==> src/rtl/ucode_seq.sv <==
// Microcode sequencer: computes the next micro address for an external synchronous ROM
// from the sequencing field of the current control word, with stall, NMI/IRQ, halt and micro-stack.
module ucode_seq #(
  parameter int unsigned   CW        = 36,
  parameter int unsigned   UA        = 9,
  parameter int unsigned   FW        = 5,
  parameter int unsigned   SDEPTH    = 4,
  parameter int unsigned   WE_BIT    = 28,
  parameter logic [UA-1:0] RESET_VEC = 9'h1E0
) (
  input  logic          clk,
  input  logic          reset_n,
  input  logic          rdy,
  input  logic [CW-1:0] ctl,
  input  logic [UA-2:0] opcode,
  input  logic          mode,
  input  logic          irq,
  input  logic          nmi,
  input  logic          I,
  output logic [UA-1:0] rom_addr,
  output logic          rom_en,
  output logic          sync,
  output logic          we,
  output logic          int_ack,
  output logic          int_nmi,
  output logic          stack_err
);

  localparam int unsigned NW = UA - 2;
  localparam int unsigned DW = $clog2(SDEPTH + 1);
  localparam int unsigned AW = (SDEPTH > 1) ? $clog2(SDEPTH) : 1;

  typedef enum logic [2:0] {
    SEQ_FETCH  = 3'b000,
    SEQ_NEXT   = 3'b001,
    SEQ_FINISH = 3'b010,
    SEQ_SAVE   = 3'b011,
    SEQ_CALL   = 3'b100,
    SEQ_RET    = 3'b101,
    SEQ_HALT   = 3'b110,
    SEQ_RSVD   = 3'b111
  } seq_t;

  seq_t          seq;
  logic [FW-1:0] fin;
  logic [NW-1:0] nxt;
  logic          ctl_unused;

  logic [UA-1:0] cur;
  logic [FW-1:0] finish;
  logic [DW-1:0] depth;
  logic          nmi_q;
  logic          nmi_pend;
  logic [UA-1:0] stack [SDEPTH];

  logic [UA-1:0] next_form;
  logic [UA-1:0] fetch_form;
  logic [AW-1:0] top;
  logic          take_vec;
  logic          vec_nmi;
  logic          push;
  logic          pop;
  logic          set_err;

  assign seq        = seq_t'(ctl[CW-1 -: 3]);
  assign fin        = ctl[CW-4 -: FW];
  assign nxt        = ctl[NW-1:0];
  assign ctl_unused = ^ctl;

  assign next_form  = {1'b1, mode, nxt};
  assign fetch_form = {1'b0, opcode};
  assign top        = AW'(depth - DW'(1));
  assign rom_en     = rdy | ~reset_n;
  assign sync       = (seq == SEQ_FETCH);

  // Next-address decode; a stalled or held sequencer simply re-issues cur.
  always_comb begin
    rom_addr = cur;
    take_vec = 1'b0;
    vec_nmi  = 1'b0;
    push     = 1'b0;
    pop      = 1'b0;
    set_err  = 1'b0;
    if (!reset_n) begin
      rom_addr = RESET_VEC;
    end else if (rdy) begin
      case (seq)
        SEQ_FETCH: begin
          if (nmi_pend) begin
            take_vec = 1'b1;
            vec_nmi  = 1'b1;
          end else if (irq && !I) begin
            take_vec = 1'b1;
          end else begin
            rom_addr = fetch_form;
          end
        end
        SEQ_FINISH: rom_addr = {1'b1, mode, 2'b10, finish};
        SEQ_CALL: begin
          rom_addr = next_form;
          if (depth == DW'(SDEPTH)) set_err = 1'b1;
          else                      push    = 1'b1;
        end
        SEQ_RET: begin
          if (depth == '0) begin
            rom_addr = fetch_form;
            set_err  = 1'b1;
          end else begin
            rom_addr = stack[top];
            pop      = 1'b1;
          end
        end
        SEQ_HALT: begin
          // Wake on any pending interrupt, but only vector if it is actually enabled.
          if (nmi_pend) begin
            take_vec = 1'b1;
            vec_nmi  = 1'b1;
          end else if (irq && !I) begin
            take_vec = 1'b1;
          end else if (irq) begin
            rom_addr = next_form;
          end
        end
        default: rom_addr = next_form;
      endcase
      if (take_vec) rom_addr = {1'b1, vec_nmi, 2'b11, {(UA-4){1'b0}}};
    end
  end

  // Sequencer state; only the NMI edge detector runs through a stall.
  always_ff @(posedge clk) begin
    if (!reset_n) begin
      cur       <= RESET_VEC;
      finish    <= '0;
      depth     <= '0;
      nmi_q     <= 1'b0;
      nmi_pend  <= 1'b0;
      we        <= 1'b0;
      int_ack   <= 1'b0;
      int_nmi   <= 1'b0;
      stack_err <= 1'b0;
    end else begin
      nmi_q <= nmi;
      if (nmi && !nmi_q)          nmi_pend <= 1'b1;
      else if (take_vec && vec_nmi) nmi_pend <= 1'b0;
      if (rdy) begin
        cur     <= rom_addr;
        we      <= ctl[WE_BIT];
        int_ack <= take_vec;
        if (take_vec)         int_nmi   <= vec_nmi;
        if (seq == SEQ_SAVE)  finish    <= fin;
        if (push)             depth     <= depth + DW'(1);
        else if (pop)         depth     <= depth - DW'(1);
        if (set_err)          stack_err <= 1'b1;
      end else begin
        int_ack <= 1'b0;
      end
    end
  end

  // Return addresses wrap modulo the micro address space.
  always_ff @(posedge clk) begin
    if (push) stack[AW'(depth)] <= cur + UA'(1);
  end

endmodule

==> config.mk <==
export PLATFORM = sky130hd
export DESIGN_NAME = ucode_seq
export DESIGN_NICKNAME = d
export VERILOG_FILES = /design/src/rtl/ucode_seq.sv
export SDC_FILE = /design/constraint.sdc
export NUM_CORES = 1
export LEC_CHECK = 0
export BUFFER_PORTS_ARGS = -buffer_cell sky130_fd_sc_hd__buf_2
export CAP_MARGIN = 20
export CORE_MARGIN = 1
export CORE_UTILIZATION = 33
export CTS_BUF_LIST = sky130_fd_sc_hd__clkbuf_16
export DETAILED_ROUTE_END_ITERATION = 10
export HOLD_SLACK_MARGIN = 0.12
export PLACE_DENSITY_LB_ADDON = 0.05
export SLEW_MARGIN = 20
export SYNTH_ARGS = -nofsm -noshare
export SYNTH_HDL_FRONTEND = slang
export SYNTH_SLANG_ARGS = --single-unit
==> constraint.sdc <==
create_clock -name clk -period 2.5 [get_ports clk]
set_input_delay 0.375 -clock clk [delete_from_list [all_inputs] [get_ports clk]]
set_output_delay 0.375 -clock clk [all_outputs]
set_load 0.05 [all_outputs]
* After elaboration in Yosys (flattened, before gate mapping)
Memories as Yosys holds them, arrays and structs flattened.
Index checks and enable logic that the tools add are counted.
** Operators by class
- Mux-type cells :: 40
- Equality and inequality tests :: 6
- Reductions and logical operators :: 15
- $add $sub $neg :: 3
- Bitwise logic cells :: 2
** Operator list (count)
- $mux W9 :: 9
- $pmux W9 S4 :: 1
- $mux W1 :: 27
- $eq A3 B3 Y1 const B :: 4
- $reduce_and A2 Y1 :: 5
- $add A9 B1 Y9 const B :: 1
- $eq A3 B2 Y1 const B :: 2
- $logic_not A3 Y1 :: 2
- $mux W3 :: 2
- $reduce_bool A2 Y1 :: 2
- $add A3 B1 Y3 const B :: 1
- $logic_and A1 B1 Y1 :: 3
- $sub A3 B1 Y3 const B :: 1
- $logic_not A1 Y1 :: 2
- $pmux W1 S2 :: 1
- $reduce_or A2 Y1 :: 1
- $not A1 Y1 :: 1
- $or A1 B1 Y1 :: 1
** Word-level totals
- Memories :: 1
- Output and inout port bits :: 15
- Register bits after elaboration :: 23
- Word-level logic and storage cells :: 76
- Bits in writable memories :: 36
- Bits of input ports :: 51
** Memory list
- stack :: depth 4, bits a word 9, rd ports 1, clocked after Yosys merged registers in 0, write ports 1, line 54 : logic [UA-1:0] stack [SDEPTH];

* Depth between registers and ports, before layout
Gate-level depths: netlist of run 1.
- Word-level depth :: 12
- Mapped depth :: 9
- Mapped depth without buffers :: 7

* Worst setup path before layout of run 1
No wires, ideal clock.
- Path kind :: register to output
- From :: register depth[0]
- To :: output port rom_addr[1]
- Path buffers :: 2
- Stages on the path, launching flop included :: 10
- Required time :: 2.125 ns
- Setup slack :: -0.675 ns
- Data arrival time :: 2.800 ns
- Cell sequence :: dfxtp_1 buf_6 inv_1 ha_1 clkbuf_1 mux4_1 inv_1 o32ai_1 a211oi_1 a211oi_1
** Between the ends
- Longest elaborated chain between the ends :: 7
- Elaborated cells on any way between the ends :: 8
- Classes of those cells :: add/sub (1); mux (5); reduce/logical (1); memory (1)
** RTL lines
- start, declared :: line 51 : logic [DW-1:0] depth;
- start signal, assigned :: line 152 : if (push) depth <= depth + DW'(1);
- start signal, assigned :: line 153 : else if (pop) depth <= depth - DW'(1);
- $sub A3 B1 Y3
- $mem_v2 Z4 W9
- $mux W9 * :: line 105 : if (depth == '0) begin
- $pmux W9 S4 * :: line 87 : case (seq)
- $mux W9 * :: line 126 : if (take_vec) rom_addr = {1'b1, vec_nmi, 2'b11, {(UA-4){1'b0}}};
- $mux W9 * :: line 86 : end else if (rdy) begin
- $mux W9 * :: line 84 : if (!reset_n) begin
- end, declared :: line 20 : output logic [UA-1:0] rom_addr,
Every way passes the cells marked *; elsewhere a longest branch is shown, timed or not.

* Final worst setup path of run 1
- From :: register depth[0]
- To :: output port rom_addr[3]
Same word-level chain as after synthesis.

==> flow_metrics.tcl, run 1 <==
set metrics [dict create \
    status "finished with violations" \
    violations "negative setup slack" \
    clock_latency_ns 0.33 \
    vias_per_cell 5.25 \
    async_flop_share 0 \
    dieArea_sq_um 9890 \
    h-tree-depth 3 \
    synth_commonest_cells "edfxtp_1, dfxtp_1, o21ai_0, nand2_1, inv_1" \
    nNetsFinal 437 \
    initial_core_util 0.341 \
    hold_viol 0 \
    path_class "flop to output port" \
    max_cap_violations 0 \
    min_path_type "input pin to flop" \
    yosysWarnings 0 \
    use_met1 0.257 \
    area_growth_pct 41.5 \
    grtUsageMet3 0.0415 \
    antenna_cells 0 \
    post-route-min-period_ns 2.55 \
    grt_max_degree 15 \
    hpwl_microns 6700 \
    grt_pass1_vias 2617 \
    initialDrtViolationCount 97 \
    fin_setup_tns_ns -0.187 \
    path_clk_slew_ns 0.06 \
    cts_buffers 9 \
    grt_usage 0.197 \
    fmax_ghz 0.392 \
    synthesis.area_sq_um 3130 \
    clockBufferDepth 2 \
    met2_usage 0.319 \
    ys_seq_elements 59 \
    skew_ns 0.00527 \
    setup_viol 6 \
    synth.distinct_cells 52 \
    rsz0062_at_grt "yes" \
    yosys-top-cells-area "edfxtp_1, dfxtp_1, mux4_1, o21ai_0, nor2b_1" \
    gp_congestion 0.801 \
    fp.dieW_microns 99.4 \
    start_kind "flop" \
    max-slew-margin-rel 0.675 \
    synth_top_area_share 0.345 \
    antenna_found_initial 0 \
    port_buffers 44 \
    slew_violations 0 \
    drc_errors 0 \
    synth_largest_area_cell "edfxtp_1" \
    critPathRequiredTime_ns 2.12 \
    path_max_fanout 4 \
    cts.sinks 59 \
    die_h_microns 99.4 \
    root_buffer "clkbuf_16" \
    p_leak_nw 1.72 \
    cp_data_arrival_time_ns 2.18 \
    pin_count 66 \
    fin_hold_ws_ns 0.261 \
    rows 35 \
    syn-mean-instance-area_sq_um 11.1 \
    fp.coreArea_sq_um 9200 \
    ir_drop_v 0.000355 \
    syn_nets 338 \
    synth_edf_count 36 \
    yosysMostFrequentCell "edfxtp_1" \
    finalCritPeriodShare 1.02 \
    ys_seq_area_frac 0.492 \
    grt-ovfl-total 0 \
    fin_ws_ns -0.0534 \
    cts_tree "done" \
    cp-end-kind "output port" \
    wl_microns 9130 \
    grt_pass1_wl_microns 14200 \
    wl_per_cell_microns 18.4 \
    drtAntennaViolNets 0 \
    p_per_area_nw_per_um2 640 \
    num_vias 2606 \
    drive_gt1_frac 0.418 \
    first_pass_iters 4 \
    tightestPinTransition_ns 0.482 \
    syn_inst 281 \
    busiest_layer "met2" \
    ys.flop_type "edfxtp_1" \
]
-- power by group --
group          switching (mW)  internal (mW)
Combinational           0.265          0.210
Clock                   0.493          0.790
Sequential             0.0223           1.06
Total                   0.780           2.06
-- timing repair --
action                                  4_1_cts  5_1_grt
hold buffers                                  0        0
gates resized for setup                      44       13
pin swaps                                    14        6
endpoints found under the setup margin        9        9
buffers inserted                              5        6
-- worst max-delay path, cell delays in order, from the launching register on --
cell	delay, ns
dfxtp_4	0.37
inv_4	0.04
ha_4	0.29
buf_4	0.13
mux4_2	0.33
a221oi_2	0.28
buf_4	0.16
a221oi_4	0.06
buf_6	0.18
-- path summary, 6_finish.rpt --
| check | endpoint | slack (ns) | depth (start not counted) | startpoint |
|---|---|---|---|---|
| hold / removal | nmi_q | 0.26 | 2 | nmi |
| setup reg to reg | cur[0] | 0.64 | 10 | depth[0] |
| hold reg to reg | int_nmi | 0.50 | 2 | int_nmi |
| setup / recovery | rom_addr[3] | -0.05 | 8 | depth[0] |
-- per-stage QoR --
step | setup slack, ns | total power [mW] | cell area [sq um] | utilization | std cells
5_1_grt | -0.147 | 2.95 | 4430 | 0.482 | 496
6_report | -0.0534 | 2.84 | 4430 | 0.482 | 496
3_3_place_gp | -0.00829 | 1.51 | 3870 | 0.421 | 469
4_1_cts | -0.0704 | 2.86 | 4350 | 0.473 | 490
3_5_place_dp | -0.0286 | 1.52 | 3870 | 0.421 | 469
2_1_floorplan | 0.0101 | 1.35 | 3220 | - | 281
-- registers in the layout, indices dropped and copies added, names as in the netlist --
signal and flops:
cur 9, depth 3, finish 5, int_ack 1
int_nmi 1, nmi_pend 1, nmi_q 1, stack 36
stack_err 1, we 1
-- routing by layer --
metal	wire (microns)	share of wire	vias to the layer above
li1	-	-	1267
met1	4420	0.48	1264
met2	4240	0.46	60
met3	269	0.029	15
met4	203	0.022	0
met5	0	0	-
-- cell families after synthesis --
kind of cell / Yosys count / share of synthesized area
and+or+nand+nor: 84 / 0.148
AOI/OAI and AO/OA: 76 / 0.167
DFF: 59 / 0.492
xor gates and xnor gates: 10 / 0.0280
buffers and inverters: 29 / 0.0419
adders and majority gates: 6 / 0.0240
muxes: 17 / 0.0990
-- area by class of cell --
cell class                 instances  area [sq um]
timing repair buffer             101           762
inverter                          16          62.6
tap                              111           139
sequential                        59          1550
clock buffer                       9           225
multi-input combinational        193          1620
fill                             862          4760
clock inverter                     7          83.8
-- cells in the final DEF, fill, tap and decap left out, drive strengths merged, types with 6 or more instances in the layout --
cell,instances
clkbuf,9
xnor2,7
edfxtp,36
mux2i,7
dfxtp,23
a21oi,12
nor2,11
nand2b,6
buf,101
inv,20
o21ai,20
nand2,18
a211oi,11
nor2b,15
and2,9
mux4,9
ha,6
No activity file was read; power rests on OpenSTA's default activity.
==> run 2: changes to the inputs <==
--- a/config.mk
+++ b/config.mk
@@ -13,6 +13,7 @@
 export DETAILED_ROUTE_END_ITERATION = 10
 export HOLD_SLACK_MARGIN = 0.12
 export PLACE_DENSITY_LB_ADDON = 0.05
+export RECOVER_POWER = 25
 export SLEW_MARGIN = 20
 export SYNTH_ARGS = -nofsm -noshare
 export SYNTH_HDL_FRONTEND = slang
==> constraint.sdc (replaced) <==
create_clock -name clk -period 3.19 [get_ports clk]
set_input_delay 0.4785 -clock clk [delete_from_list [all_inputs] [get_ports clk]]
set_output_delay 0.4785 -clock clk [all_outputs]
set_load 0.05 [all_outputs]
==> run 2 against run 1 <==
The flow now finishes without violations. Final cell count down 9.9%. Clock power is 24% lower. Flip-flop and latch count unchanged. Sequential power is 21% lower. Die area unchanged. Core utilization shrank 6.9 points. Power fell by 26%. Clock skew increased by 0.00077 ns. Sequential share of layout area increased by 5.7 points. Register-to-register slack better by 0.42 ns. Worst hold slack improved by 0.11 ns. Via count fell by 7.8%. Critical path type unchanged.
==> flow_metrics.tcl, run 2 (synthesized netlist as in run 1, its figures left out) <==
set metrics [dict create \
    largest_register_ffs 36 \
    rows 35 \
    fmax_ghz 0.329 \
    drive_gt1_frac 0.226 \
    antenna_cells 0 \
    regMostFlops "stack" \
    ff2ff_setup_slack_ns 1.06 \
    nNetsFinal 388 \
    path_clk_slew_ns 0.06 \
    path_max_fanout 7 \
    grt_pass1_vias 2382 \
    path_class "flop to output port" \
    cts_tree "done" \
    root_buffer "clkbuf_16" \
    initial_core_util 0.341 \
    critPathRequiredTime_ns 2.71 \
    p_per_area_nw_per_um2 551 \
    area_growth_pct 21.2 \
    cts.sinks 59 \
    antenna_found_initial 0 \
    min_from "nmi" \
    grt-ovfl-total 0 \
    max_cap_violations 0 \
    r2r_start "depth[1]" \
    cts_buffers 9 \
    mostFrequentLayoutCells "buf_2, edfxtp_1, dfxtp_1" \
    fin_ws_ns 0.153 \
    setup_viol 0 \
    finalCritPeriodShare 0.952 \
    hpwl_microns 6210 \
    num_vias 2403 \
    holdPathEnd "nmi_q" \
    drtAntennaViolNets 0 \
    clock_latency_ns 0.33 \
    die_h_microns 99.4 \
    grt_max_degree 23 \
    dieArea_sq_um 9890 \
    pin_count 66 \
    slew_violations 0 \
    reg2reg_depth 6 \
    start_kind "flop" \
    fp.dieW_microns 99.4 \
    fp.coreArea_sq_um 9200 \
    hold_depth 2 \
    mostFrequentLayoutCell "buf_2" \
    max-slew-margin-rel 0.437 \
    vias_per_cell 5.38 \
    post-cts-setup-buffers 0 \
    fin_setup_tns_ns 0 \
    slowest_stage "ha_2" \
    rsz0062_at_grt "no" \
    post-route-min-period_ns 3.04 \
    slowest_delay_ns 0.45 \
    cp-end-kind "output port" \
    port_buffers 44 \
    ir_drop_v 0.000265 \
    p_leak_nw 1.41 \
    timing.rr.end "cur[5]" \
    wl_microns 8370 \
    hold_viol 0 \
    gp_congestion 0.816 \
    finalNonFillerCells 447 \
    clockBufferDepth 2 \
    cp_data_arrival_time_ns 2.56 \
    status "completed" \
    wl_per_cell_microns 18.7 \
    finalPower_mw 2.09 \
    skew_ns 0.00605 \
    crit_chain "inv_1 > ha_2 > mux4_2 > a221o_1 > o31ai_2 > nand2_1 > buf_2" \
    h-tree-depth 3 \
    fin_hold_ws_ns 0.370 \
    top_regs "stack x36, cur x9, finish x5" \
    tightestPinTransition_ns 0.845 \
    grt_pass1_wl_microns 13100 \
    grt_usage 0.182 \
    min_path_type "input pin to flop" \
    placedCellCount 431 \
    dp_slack_ns 0.328 \
    initialDrtViolationCount 95 \
    drc_errors 0 \
    first_pass_iters 4 \
]
run 2: layout make-up:
| type | count | area (sq um) |
|---|---|---|
| fill | 927 | 5400 |
| clock buffer | 9 | 225 |
| tap | 111 | 139 |
| clock inverter | 7 | 76.3 |
| inverter | 16 | 60.1 |
| timing repair buffer | 52 | 272 |
| sequential | 59 | 1540 |
| multi-input combinational | 193 | 1480 |
run 2: stage by stage:
stage | cell area, sq um | utilization
5_1_grt | 3800 | 0.413
4_1_cts | 3800 | 0.414
2_1_floorplan | 3150 | -
3_3_place_gp | 3500 | 0.381
6_report | 3800 | 0.413
3_5_place_dp | 3500 | 0.381
run 2: worst max-delay path by stage:
stage | start | to | depth (start not counted)
final | depth[1] | rom_addr[5] | 7
after global routing | depth[1] | rom_addr[1] | 9
after CTS | depth[1] | rom_addr[5] | 7
after detailed placement | ctl[35] | rom_addr[7] | 7
after global placement | ctl[35] | rom_addr[7] | 7
after floorplan | depth[0] | rom_addr[7] | 8
run 2: repair_timing:
item	4_1_cts	5_1_grt
setup endpoints to repair	0	4
gates resized for setup	0	1
hold endpoints to repair	0	0
hold buffers	0	0
run 2: worst max-delay path: cells and delay by family (launching register included):
| family | cells | cell delay [ns] |
|---|---|---|
| mux | 1 | 0.34 |
| compound gates | 2 | 0.66 |
| flops | 1 | 0.38 |
| simple gates | 1 | 0.08 |
| fa+ha+maj | 1 | 0.45 |
| buf+inv | 2 | 0.31 |
run 2: routing by layer:
metal / vias to the layer above / wire length (microns) / GRT usage / part of all wire
met2: 45 / 3930 / 0.297 / 0.47
met3: 4 / 257 / 0.0372 / 0.031
li1: 1176 / - / - / -
met5: - / 0 / 0 / 0
met1: 1178 / 4130 / 0.242 / 0.49
met4: 0 / 51 / 0.0577 / 0.0061
run 2: where the power goes:
group | leakage (nW) | total [mW] | internal [mW] | switching [mW]
Sequential | 0.503 | 0.850 | 0.830 | 0.0198
Clock | 0.142 | 0.978 | 0.609 | 0.369
Combinational | 0.762 | 0.264 | 0.0923 | 0.172
